===== src/rtl/mac_seq_ctrl.sv =====
// Frame sequencer for the matrix-multiply datapath: load X/A, run the ALU, drain
// write-back, pulse done. Includes abort, a LOAD/COMPUTE watchdog and a frame counter.
module mac_seq_ctrl #(
    parameter int DRAIN_CYCLES = 4,
    parameter int WDOG_W       = 10,
    parameter int FRAME_W      = 8
) (
    input  logic               clk,
    input  logic               rst,
    input  logic               start,
    input  logic               abort,
    input  logic               xload_done,
    input  logic               aload_done,
    input  logic               ALU_done,
    output logic               input_load_en,
    output logic               ALU_en,
    output logic               busy,
    output logic               done,
    output logic               err,
    output logic [2:0]         state,
    output logic [FRAME_W-1:0] frame_cnt
);

    typedef enum logic [2:0] {
        S_IDLE    = 3'd0,
        S_LOAD    = 3'd1,
        S_COMPUTE = 3'd2,
        S_DRAIN   = 3'd3,
        S_DONE    = 3'd4,
        S_ERR     = 3'd5
    } state_t;

    localparam int DW = (DRAIN_CYCLES > 1) ? $clog2(DRAIN_CYCLES) : 1;
    localparam logic [DW-1:0] DRAIN_LOAD = DW'(DRAIN_CYCLES - 1);
    // Trip one count early so the state lasts exactly 2**WDOG_W-1 cycles before ERR.
    localparam logic [WDOG_W-1:0] WDOG_TRIP = {{(WDOG_W-1){1'b1}}, 1'b0};

    state_t            cur_state;
    state_t            nxt_state;
    logic              x_flag;
    logic              a_flag;
    logic [DW-1:0]     drain_cnt;
    logic [WDOG_W-1:0] wdog_cnt;
    logic              wdog_trip;

    assign wdog_trip = (wdog_cnt == WDOG_TRIP);

    always_comb begin
        nxt_state = cur_state;
        if (abort) begin
            nxt_state = S_IDLE;
        end else begin
            case (cur_state)
                S_IDLE:    if (start) nxt_state = S_LOAD;
                S_LOAD: begin
                    if (x_flag && a_flag) nxt_state = S_COMPUTE;
                    else if (wdog_trip)   nxt_state = S_ERR;
                end
                S_COMPUTE: begin
                    if (ALU_done)       nxt_state = S_DRAIN;
                    else if (wdog_trip) nxt_state = S_ERR;
                end
                S_DRAIN:   if (drain_cnt == '0) nxt_state = S_DONE;
                S_DONE:    nxt_state = start ? S_LOAD : S_IDLE;
                S_ERR:     nxt_state = S_ERR;
                default:   nxt_state = S_IDLE;
            endcase
        end
    end

    // Outputs are decoded from the next state so they come straight off flops.
    always_ff @(posedge clk or posedge rst) begin
        if (rst) begin
            cur_state     <= S_IDLE;
            x_flag        <= 1'b0;
            a_flag        <= 1'b0;
            drain_cnt     <= '0;
            wdog_cnt      <= '0;
            frame_cnt     <= '0;
            input_load_en <= 1'b0;
            ALU_en        <= 1'b0;
            busy          <= 1'b0;
            done          <= 1'b0;
            err           <= 1'b0;
            state         <= 3'd0;
        end else begin
            cur_state <= nxt_state;
            x_flag    <= (cur_state == S_LOAD) && (x_flag || xload_done);
            a_flag    <= (cur_state == S_LOAD) && (a_flag || aload_done);

            if (nxt_state != cur_state)
                wdog_cnt <= '0;
            else if (cur_state == S_LOAD || cur_state == S_COMPUTE)
                wdog_cnt <= wdog_cnt + 1'b1;

            if (nxt_state == S_DRAIN && cur_state != S_DRAIN)
                drain_cnt <= DRAIN_LOAD;
            else if (cur_state == S_DRAIN && drain_cnt != '0)
                drain_cnt <= drain_cnt - 1'b1;

            if (nxt_state == S_DONE)
                frame_cnt <= frame_cnt + 1'b1;

            input_load_en <= (nxt_state == S_LOAD);
            ALU_en        <= (nxt_state == S_COMPUTE);
            busy          <= (nxt_state == S_LOAD) || (nxt_state == S_COMPUTE) ||
                             (nxt_state == S_DRAIN);
            done          <= (nxt_state == S_DONE);
            err           <= (nxt_state == S_ERR);
            state         <= nxt_state;
        end
    end

endmodule


===== config.mk =====
export PLATFORM = sky130hd
export DESIGN_NAME = mac_seq_ctrl
export DESIGN_NICKNAME = d
export VERILOG_FILES = /design/src/rtl/mac_seq_ctrl.sv
export SDC_FILE = /design/constraint.sdc
export NUM_CORES = 1
export LEC_CHECK = 0
export CAP_MARGIN = 20
export CORE_UTILIZATION = 54
export CTS_CLUSTER_DIAMETER = 150
export DETAILED_ROUTE_END_ITERATION = 12
export PLACE_DENSITY = 0.8
export SKIP_CTS_REPAIR_TIMING = 1
export SLEW_MARGIN = 20
export SYNTH_ARGS = -nofsm -noshare
export SYNTH_HDL_FRONTEND = slang
export SYNTH_SLANG_ARGS = --single-unit

===== constraint.sdc =====
create_clock -name clk -period 2.45 [get_ports clk]
set_clock_uncertainty 0.2 [all_clocks]
set_input_delay 0.245 -clock clk [delete_from_list [all_inputs] [get_ports clk]]
set_output_delay 0.245 -clock clk [all_outputs]
set_load 0.02 [all_outputs]

After elaboration in Yosys (flattened, before gate mapping)
Index checks and enable logic that the tools add are counted.
{"block": "classes", "addsub": 3, "n_eq_ne": 13, "mux": 12, "n_reduce_logical": 15}
{"op": "two-way mux 10 bit", "n": 2}
{"op": "two-way mux 3 bit", "n": 6}
{"op": "one-hot mux 3 bit (6 select lines)", "n": 1}
{"op": "equality test 3 x 2 -> 1 bit, second input constant", "n": 4}
{"op": "equality test 3 bit, second input constant", "n": 4}
{"op": "adder 10 x 1 -> 10 bit, second input constant", "n": 1}
{"op": "equality test 10 bit, second input constant", "n": 1}
{"op": "adder 8 x 1 -> 8 bit, second input constant", "n": 1}
{"op": "equality test 3 x 1 -> 1 bit, second input constant", "n": 2}
{"op": "nonzero test 2 bit", "n": 3}
{"op": "logical AND 1 bit", "n": 5}
{"op": "logical OR 1 bit", "n": 5}
{"op": "two-way mux 2 bit", "n": 2}
{"op": "logical NOT 3 bit", "n": 1}
{"op": "inequality test 3 x 2 -> 1 bit, second input constant", "n": 1}
{"op": "inequality test 3 bit", "n": 1}
{"op": "logical NOT 2 bit", "n": 1}
{"op": "subtractor 2 x 1 -> 2 bit, second input constant", "n": 1}
{"op": "two-way mux 1 bit", "n": 1}
{"block": "totals", "reg_bits": 30, "wordCells": 54}

Longest topological paths before layout
Gate-level depths: netlist (run 1).
{"block": "logic_depth", "ltp_word": 8, "depth_mapped": 8, "ltp_nobuf": 7}

Worst setup path after synthesis (run 1)
No wires, ideal clock.
{"block": "synth_timing", "path_kind": "register to register", "start": "register cur_state[0]", "end": "register frame_cnt[1]", "arrival_time_ns": 1.765, "required_ns": 2.122, "slack_ns": 0.357, "stages_incl_launch_ff": 7, "period_less_slack_ns": 2.093, "cell_sequence": "dfrtp_1 > buf_6 > mux2i_1 > nor2_1 > a211oi_4 > nand3_1 > mux2_1"}
{"block": "synth_via", "elab_chain_len": 5, "word_cells_on_any_way": 14, "classes_between": "6 x eq/ne; 7 x mux; 1 x reduce/logical"}
{"item": "start, declared", "line_no": "38", "text": "state_t cur_state;"}
{"item": "start signal, assigned", "line_no": "87", "text": "cur_state <= nxt_state;"}
{"item": "two-way mux 3 bit", "line_no": "57, 61"}
{"item": "two-way mux 3 bit (on tied branches)", "line_no": "60, 56"}
{"item": "one-hot mux 3 bit (6 select lines) (*)", "line_no": "53", "text": "case (cur_state)"}
{"item": "two-way mux 3 bit (*)", "line_no": "50", "text": "if (abort) begin"}
{"item": "equality test 3 bit (*)", "line_no": "101", "text": "if (nxt_state == S_DONE)"}
{"item": "end signal, assigned", "line_no": "102", "text": "frame_cnt <= frame_cnt + 1'b1;"}
{"item": "end, declared", "line_no": "21", "text": "output logic [FRAME_W-1:0] frame_cnt"}
Every way passes the cells marked *; elsewhere a longest branch is shown, timed or not.
A chain may end at the register's enable or synchronous reset.

Worst setup path after layout (run 1)
{"block": "layout_timing", "start": "register wdog_cnt[0]", "end": "register frame_cnt[1]"}
{"block": "layout_via", "elab_chain_len": 6, "word_cells_on_any_way": 7, "classes_between": "2 x eq/ne; 5 x mux"}
{"item": "start, declared", "line_no": "43", "text": "logic [WDOG_W-1:0] wdog_cnt;"}
{"item": "start signal, assigned", "line_no": "94", "text": "wdog_cnt <= wdog_cnt + 1'b1;"}
{"item": "equality test 10 bit (*)", "line_no": "46", "text": "assign wdog_trip = (wdog_cnt == WDOG_TRIP);"}
{"item": "two-way mux 3 bit (*)", "line_no": "57, 61"}
{"item": "two-way mux 3 bit (on tied branches)", "line_no": "60, 56"}
{"item": "one-hot mux 3 bit (6 select lines) (*)", "line_no": "53"}
{"item": "two-way mux 3 bit (*)", "line_no": "50"}
{"item": "equality test 3 bit (*)", "line_no": "101"}
Marks and branches as above.

==> results of run 1 <==
worst max-delay path: stages (launching register included):
cell and delay, ns:
dfrtp_1 0.44, inv_1 0.08, ha_1 0.15, nand4_1 0.18
nor3_2 0.23, a31o_2 0.31, nand3_1 0.19, mux2_1 0.36
cell usage in the layout, fill, tap and decap left out, types with 6 or more instances in the layout:
cell type / n
nand4_1: 9
xnor2_1: 12
nor3b_1: 9
and3_1: 6
nor2_1: 7
dfrtp_1: 28
nand2_1: 8
inv_1: 9
nand2b_1: 6
clkdlybuf4s50_1: 22
flip-flops by register name, indices dropped and copies added (netlist names), 2 cells and up:
signal and flops:
cur_state 3, frame_cnt 8, wdog_cnt 10, drain_cnt 2
report_power, final:
group          total [mW]  leakage, nW  switching (mW)  internal (mW)
Combinational       0.159        0.429          0.0845         0.0745
Sequential          0.565        0.400          0.0385          0.527
Clock               0.286       0.0302           0.157          0.129
Total                1.01        0.859           0.280          0.730
worst min path at each step:
stage | slack [ns] | depth (start not counted) | endpoint | from
2_1_floorplan | 0.12 | 1 | input_load_en$_DFF_PP0_ | abort
3_3_place_gp | 0.26 | 1 | frame_cnt[7]$_DFFE_PP0P_ | frame_cnt[7]$_DFFE_PP0P_
3_5_place_dp | 0.27 | 1 | frame_cnt[7]$_DFFE_PP0P_ | frame_cnt[7]$_DFFE_PP0P_
4_1_cts | 0.08 | 3 | wdog_cnt[0]$_DFFE_PP0P_ | rst
5_1_grt | 0.14 | 3 | wdog_cnt[2]$_DFFE_PP0P_ | rst
6_report | 0.08 | 3 | wdog_cnt[8]$_DFFE_PP0P_ | rst
layer usage:
layer	share of wire, %	track usage (%)	up-vias	routed length, microns
li1	-	-	633	-
met1	47	32.5	625	1540
met2	44	31.5	37	1440
met3	6.7	6.03	8	218
met4	2.2	12.2	0	73
met5	0	0	-	0
cell families after synthesis:
group           after synthesis  share of synthesized area [%]
simple gates                 74                           27.8
compound gates               20                           9.22
buf+inv                      14                           4.68
xor+xnor                     17                           8.85
flops                        30                           44.6
mux                           3                           1.86
fa+ha+maj                     4                           2.97
area by class of cell:
cell class                      count  area [sq um]
Tap cell                           31          38.8
Fill cell                         239           880
Sequential cell                    30           753
Inverter                            9          33.8
Timing Repair Buffer               25           243
Clock buffer                        6          51.3
Multi-Input combinational cell    118           853
through the flow:
stage / total power [mW] / cell area [sq um] / hold slack (ns)
2_1_floorplan: 0.685 / 1680 / 0.115
3_3_place_gp: 0.727 / 1920 / 0.261
3_5_place_dp: 0.734 / 1920 / 0.265
4_1_cts: 1.02 / 1970 / 0.0826
5_1_grt: 1.06 / 1970 / 0.137
6_report: 1.01 / 1970 / 0.0813
==> results_tabular.tex, run 1 <==
\begin{tabular}{lr}
\hline
Metric & Value \\
\hline
\multicolumn{2}{l}{\textbf{Synth}} \\
Most frequent cell after synthesis & dfrtp\_1 \\
Library cells used by synthesis & between 40 and 50 \\
Number of storage elements in the synthesis netlist & 30 \\
Net count after synthesis & around 170 \\
Top post-synthesis cells by count & 30 x dfrtp\_1, 12 x xnor2\_1, 9 x inv\_1, 9 x nand4\_1, 9 x nor3b\_1 \\
Netlist Area Pre-Place & between 0.0015 and 0.002 sq mm \\
Share of synthesized area occupied by flip-flops and latches & between 40\% and 50\% \\
Number of enable flip-flop cells after synthesis & 0 \\
Most common flop cell mapped by yosys & dfrtp\_1 \\
Cell types with the largest area share after synthesis & dfrtp\_1 45\%, xnor2\_1 6.2\%, nor3b\_1 4.0\% \\
Cell type contributing the most total cell area after synthesis & dfrtp\_1 \\
Yosys warns & 0 \\
Post-synthesis cell count & about 160 \\
Average cell area after synthesis & 10.4 sq um \\
Synth top area share & approximately 45\% \\
Post-synthesis async set-or-reset flop share & between 90\% and 100\% \\
\multicolumn{2}{l}{\textbf{Worst setup path}} \\
Type of element capturing the critical path & register \\
Maximum fanout along the worst path & 10 \\
Crit start category & register \\
Start of the worst register-to-register path & wdog\_cnt[0]\$\_DFFE\_PP0P\_ \\
Arrival time worst endpoint & $\sim$2.3 ns \\
Start-to-end type of the worst setup path & reg2reg \\
Required @ worst endpoint & roughly 2.5 ns \\
Register-to-register setup slack & a little under 0.2 ns \\
Worst setup path startpoint & wdog\_cnt[0]\$\_DFFE\_PP0P\_ \\
Critical Path Sink & frame\_cnt[1]\$\_DFFE\_PP0P\_ \\
FF-to-FF path depth & 7 \\
Destination of the worst register-to-register timing path & frame\_cnt[1]\$\_DFFE\_PP0P\_ \\
\multicolumn{2}{l}{\textbf{Detailed routing}} \\
Wire per inst & about 15 microns \\
Total via count in the routed design & around 1300 \\
Final ANT Viol Nets & 0 \\
First-pass DRT Iterations & 8 \\
Via count normalized by instance count & between 5 and 6 \\
Aggregate routed wire length & between 3 and 4 mm \\
Post-detailed-route DRC marker count & 1 \\
Number of violations reported at the end of detailed-routing iteration 0 & 68 \\
\multicolumn{2}{l}{\textbf{Clock tree}} \\
Number of levels the H-tree was split into & 2 \\
Clock Pin Slew Worst Setup and Hold Paths & 0.08 ns \\
Insertion delay of the later-clocked pin in the worst-skew pair & roughly 0.33 ns \\
Master cell of the clock root buffer & clkbuf\_4 \\
Buffers from clock root to sink, at most & 2 \\
CTS tree & built \\
CTS sink count & 30 \\
Cts bufs inserted & 5 \\
\multicolumn{2}{l}{\textbf{Floorplanning}} \\
Core area & around 0.0029 sq mm \\
Boundary pin count & 23 \\
Die Area & between 0.003 and 0.004 sq mm \\
Die extent in x & 57.8 microns \\
Starting density of the core & roughly three fifths \\
Cell Rows & 19 \\
Vertical extent of the die & about 58 microns \\
\multicolumn{2}{l}{\textbf{Placed design}} \\
GPL Wtd Cong & between 0.8 and 0.9 \\
Buffers added on ports & 22 \\
Placed wire-length estimate & 2.35 mm \\
Cells after DPL & 213 \\
Worst setup slack after placement & $\sim$0.13 ns \\
\multicolumn{2}{l}{\textbf{Status}} \\
Violations in the final reports & DRC \\
Run status & finished with violations \\
\multicolumn{2}{l}{\textbf{Finish}} \\
Signed area change from the synthesized netlist to the final layout & 17.2\% \\
Finished Layout Cells & $\sim$220 \\
Final design utilization & approximately 70\% \\
NumNets Final & 200 \\
Share of layout cells above drive strength 1 & about a tenth \\
Antenna diode count & 0 \\
\multicolumn{2}{l}{\textbf{STA}} \\
Setup WS post-layout & around 0.20 ns \\
Finish-stage setup viols & 0 \\
Sum of negative setup slack & 0 ns \\
Worst slew margin relative to its limit & a little over three fifths \\
Maximum achievable frequency & $\sim$0.44 GHz \\
Final Max Slew Viols & 0 \\
Worst slew pin tran & 0.556 ns \\
RSZ-0062 raised after global routing & no \\
Ratio of final minimum period to clock period & 92.0\% \\
Final period demand of the worst path & approximately 2.3 ns \\
Final Hold Viols & 0 \\
\multicolumn{2}{l}{\textbf{Pwr}} \\
Areal power density over the cells & a little over 500 mW/mm\^{}2 \\
Max rail drop VDD & roughly 430 uV \\
Leakage power of the design & about 0.86 nW \\
\multicolumn{2}{l}{\textbf{Global route}} \\
All-Layer GR Usage & a little under a quarter \\
Wire length of the first global-routing pass & 5.53 mm \\
Vias in the first global route & between 1000 and 1500 \\
GR Overflow Total & 0 \\
Maximum number of pins on one net before global-route repair & 31 \\
Antenna violations before repair & 0 \\
\multicolumn{2}{l}{\textbf{Hold path}} \\
Class of the most critical hold timing path & in2async \\
\multicolumn{2}{l}{\textbf{Job}} \\
Max-cap violations & 0 \\
\hline
\end{tabular}
Power figures use the tool's default switching activity.
==> run 2: changes to the inputs <==
Settings changed: CAP_MARGIN 20 to default.
==> results of run 2 <==
No change in the layout: final DEF, timing and power equal those of run 1.
==> run 3: changes to the inputs <==
Settings changed: CORE_UTILIZATION 54 to 58, PLACE_DENSITY 0.8 to 0.85, SLEW_MARGIN 20 to 40.
Clock period 2.45 ns to 2.7 ns, I/O delays scaled along.
==> run 3 against run 2 <==
  * Largest power group unchanged
  * Highest routed layer unchanged
  * Hold slack better by 0.026 ns
  * The run now ends clean
  * Clock power down 4%
  * Setup slack better by 0.14 ns
  * Fmax down 4.6%
  * Total power down 7.7%
  * Critical path type unchanged
  * Global-route usage up 0.97 points
  * Combinational power down 9%
==> results_tabular.tex, run 3 (same netlist as run 1, synthesis figures left out) <==
\begin{tabular}{lr}
\hline
Metric & Value \\
\hline
\multicolumn{2}{l}{\textbf{Global route}} \\
Vias in the first global route & 1290 \\
Antenna violations before repair & 0 \\
Wire length of the first global-routing pass & 5.71 mm \\
All-Layer GR Usage & a little under a quarter \\
GR Overflow Total & 0 \\
Maximum number of pins on one net before global-route repair & 31 \\
\multicolumn{2}{l}{\textbf{Worst setup path}} \\
Start-to-end type of the worst setup path & reg2reg \\
Required @ worst endpoint & between 2 and 3 ns \\
Arrival time worst endpoint & 2.37 ns \\
Type of element capturing the critical path & register \\
Crit start category & register \\
Maximum fanout along the worst path & 16 \\
\multicolumn{2}{l}{\textbf{Pwr}} \\
Switching Fraction & between 20 and 30\% \\
Max rail drop VDD & 420 uV \\
Cell-internal power & 0.671 mW \\
Portion of total power attributed to sequential cells & approximately 55\% \\
Areal power density over the cells & roughly 470 mW/mm\^{}2 \\
Clock network fraction of design power & just under 30\% \\
Power, Total & just over 0.9 mW \\
Net switching power figure & about 0.26 mW \\
Leakage power of the design & 0.856 nW \\
Combinational share of power & approximately 15\% \\
\multicolumn{2}{l}{\textbf{Floorplanning}} \\
Vertical extent of the die & 55.9 microns \\
Core area & between 0.002 and 0.003 sq mm \\
Boundary pin count & 23 \\
Cell Rows & 19 \\
Die extent in x & about 56 microns \\
Starting density of the core & between 60 and 70\% \\
Die Area & roughly 0.0031 sq mm \\
\multicolumn{2}{l}{\textbf{Placed design}} \\
Buffers added on ports & 22 \\
GPL Wtd Cong & 0.829 \\
Placed wire-length estimate & $\sim$2.3 mm \\
Worst setup slack after placement & approximately 0.4 ns \\
\multicolumn{2}{l}{\textbf{STA}} \\
Sum of negative setup slack & 0 ns \\
Maximum achievable frequency & $\sim$0.42 GHz \\
Ratio of final minimum period to clock period & just under 90\% \\
Final Hold Viols & 0 \\
Final period demand of the worst path & $\sim$2.4 ns \\
Worst slew pin tran & 0.559 ns \\
Finish-stage setup viols & 0 \\
RSZ-0062 raised after global routing & no \\
Final Max Slew Viols & 0 \\
Worst slew margin relative to its limit & 62.7\% \\
Setup WS post-layout & about 0.34 ns \\
\multicolumn{2}{l}{\textbf{Detailed routing}} \\
Number of violations reported at the end of detailed-routing iteration 0 & 31 \\
Final ANT Viol Nets & 0 \\
Aggregate routed wire length & $\sim$3.2 mm \\
Wire per inst & around 15 microns \\
Post-detailed-route DRC marker count & 0 \\
First-pass DRT Iterations & 4 \\
Via count normalized by instance count & approximately 5.7 \\
Total via count in the routed design & $\sim$1300 \\
\multicolumn{2}{l}{\textbf{Clock tree}} \\
Clock Pin Slew Worst Setup and Hold Paths & 0.10 ns \\
Cts bufs inserted & 5 \\
Master cell of the clock root buffer & clkbuf\_4 \\
Buffers from clock root to sink, at most & 2 \\
CTS tree & built \\
CTS sink count & 30 \\
Number of levels the H-tree was split into & 2 \\
Insertion delay of the later-clocked pin in the worst-skew pair & 0.32 ns \\
\multicolumn{2}{l}{\textbf{Finish}} \\
Biggest regs & wdog\_cnt (10), frame\_cnt (8), cur\_state (3) \\
NumNets Final & 198 \\
Register containing the most flip-flops in the final layout & wdog\_cnt \\
Share of layout cells above drive strength 1 & roughly 9.0\% \\
Signed area change from the synthesized netlist to the final layout & 16.7\% \\
Leading cell types in the layout, fill and taps excluded & 30 x dfrtp\_1, 22 x clkdlybuf4s50\_1, 12 x xnor2\_1 \\
Antenna diode count & 0 \\
Most frequent standard cell in the layout excluding fill and tap cells & dfrtp\_1 \\
Layout filler cell count & roughly 220 \\
Max reg flops & 10 \\
\multicolumn{2}{l}{\textbf{Status}} \\
Run status & completed \\
\multicolumn{2}{l}{\textbf{Job}} \\
Max-cap violations & 0 \\
\multicolumn{2}{l}{\textbf{Hold path}} \\
Class of the most critical hold timing path & in2async \\
\hline
\end{tabular}
run 3: layout make-up:
class | count | area (sq um) | area share [%]
Multi-Input combinational cell | 118 | 853 | 43.4
Clock inverter | 1 | 5.00 | 0.255
Sequential cell | 30 | 751 | 38.2
Timing Repair Buffer | 23 | 228 | 11.6
Inverter | 9 | 33.8 | 1.72
Clock buffer | 7 | 55.1 | 2.80
Tap cell | 31 | 38.8 | 1.97
run 3: path summary, 6_finish.rpt:
| check | startpoint | endpoint | slack (ns) | depth (start not counted) |
|---|---|---|---|---|
| setup reg to reg | cur_state[1]$_DFF_PP0_ | frame_cnt[1]$_DFFE_PP0P_ | 0.34 | 5 |
| hold / removal | rst | frame_cnt[2]$_DFFE_PP0P_ | 0.11 | 3 |
| max in group asynchronous | rst | wdog_cnt[6]$_DFFE_PP0P_ | 1.91 | 3 |
| min in group clk | frame_cnt[7]$_DFFE_PP0P_ | frame_cnt[7]$_DFFE_PP0P_ | 0.31 | 1 |
| setup / recovery | cur_state[1]$_DFF_PP0_ | frame_cnt[1]$_DFFE_PP0P_ | 0.34 | 5 |
| hold reg to reg | frame_cnt[7]$_DFFE_PP0P_ | frame_cnt[7]$_DFFE_PP0P_ | 0.31 | 1 |
run 3: routing by layer:
layer	up-vias	share of wire, %	GRT usage [%]	wire [microns]
met4	0	2.0	8.71	64
met3	7	4.3	6.98	137
met1	599	45	30.1	1420
met5	-	0	0	0
li1	625	-	-	-
met2	26	49	38.6	1560
run 3: power groups by stage:
stage          combinational, mW  clock (mW)  sequential [mW]
6_report                   0.144       0.275            0.515
5_1_grt                    0.168       0.304            0.519
4_1_cts                    0.146       0.285            0.514
3_5_place_dp               0.145           0            0.524
3_3_place_gp               0.140           0            0.519
2_1_floorplan              0.104           0            0.518
run 3: critical path: stages, from the launching register on:
cell and delay, ns:
dfrtp_1 0.61, nand2b_1 0.25, nor2_1 0.12, a211oi_4 0.46, nand3_1 0.24, mux2_1 0.36
run 3: through the flow:
stage                     util [%]  cell area (sq um)  hold slack [ns]  std cells
after floorplan                  -               1680            0.140        162
after global placement        69.1               1900            0.263        211
after detailed placement      69.1               1900            0.291        211
after CTS                     71.2               1960            0.106        219
after global routing          71.2               1960            0.150        219
final                         71.2               1960            0.107        219
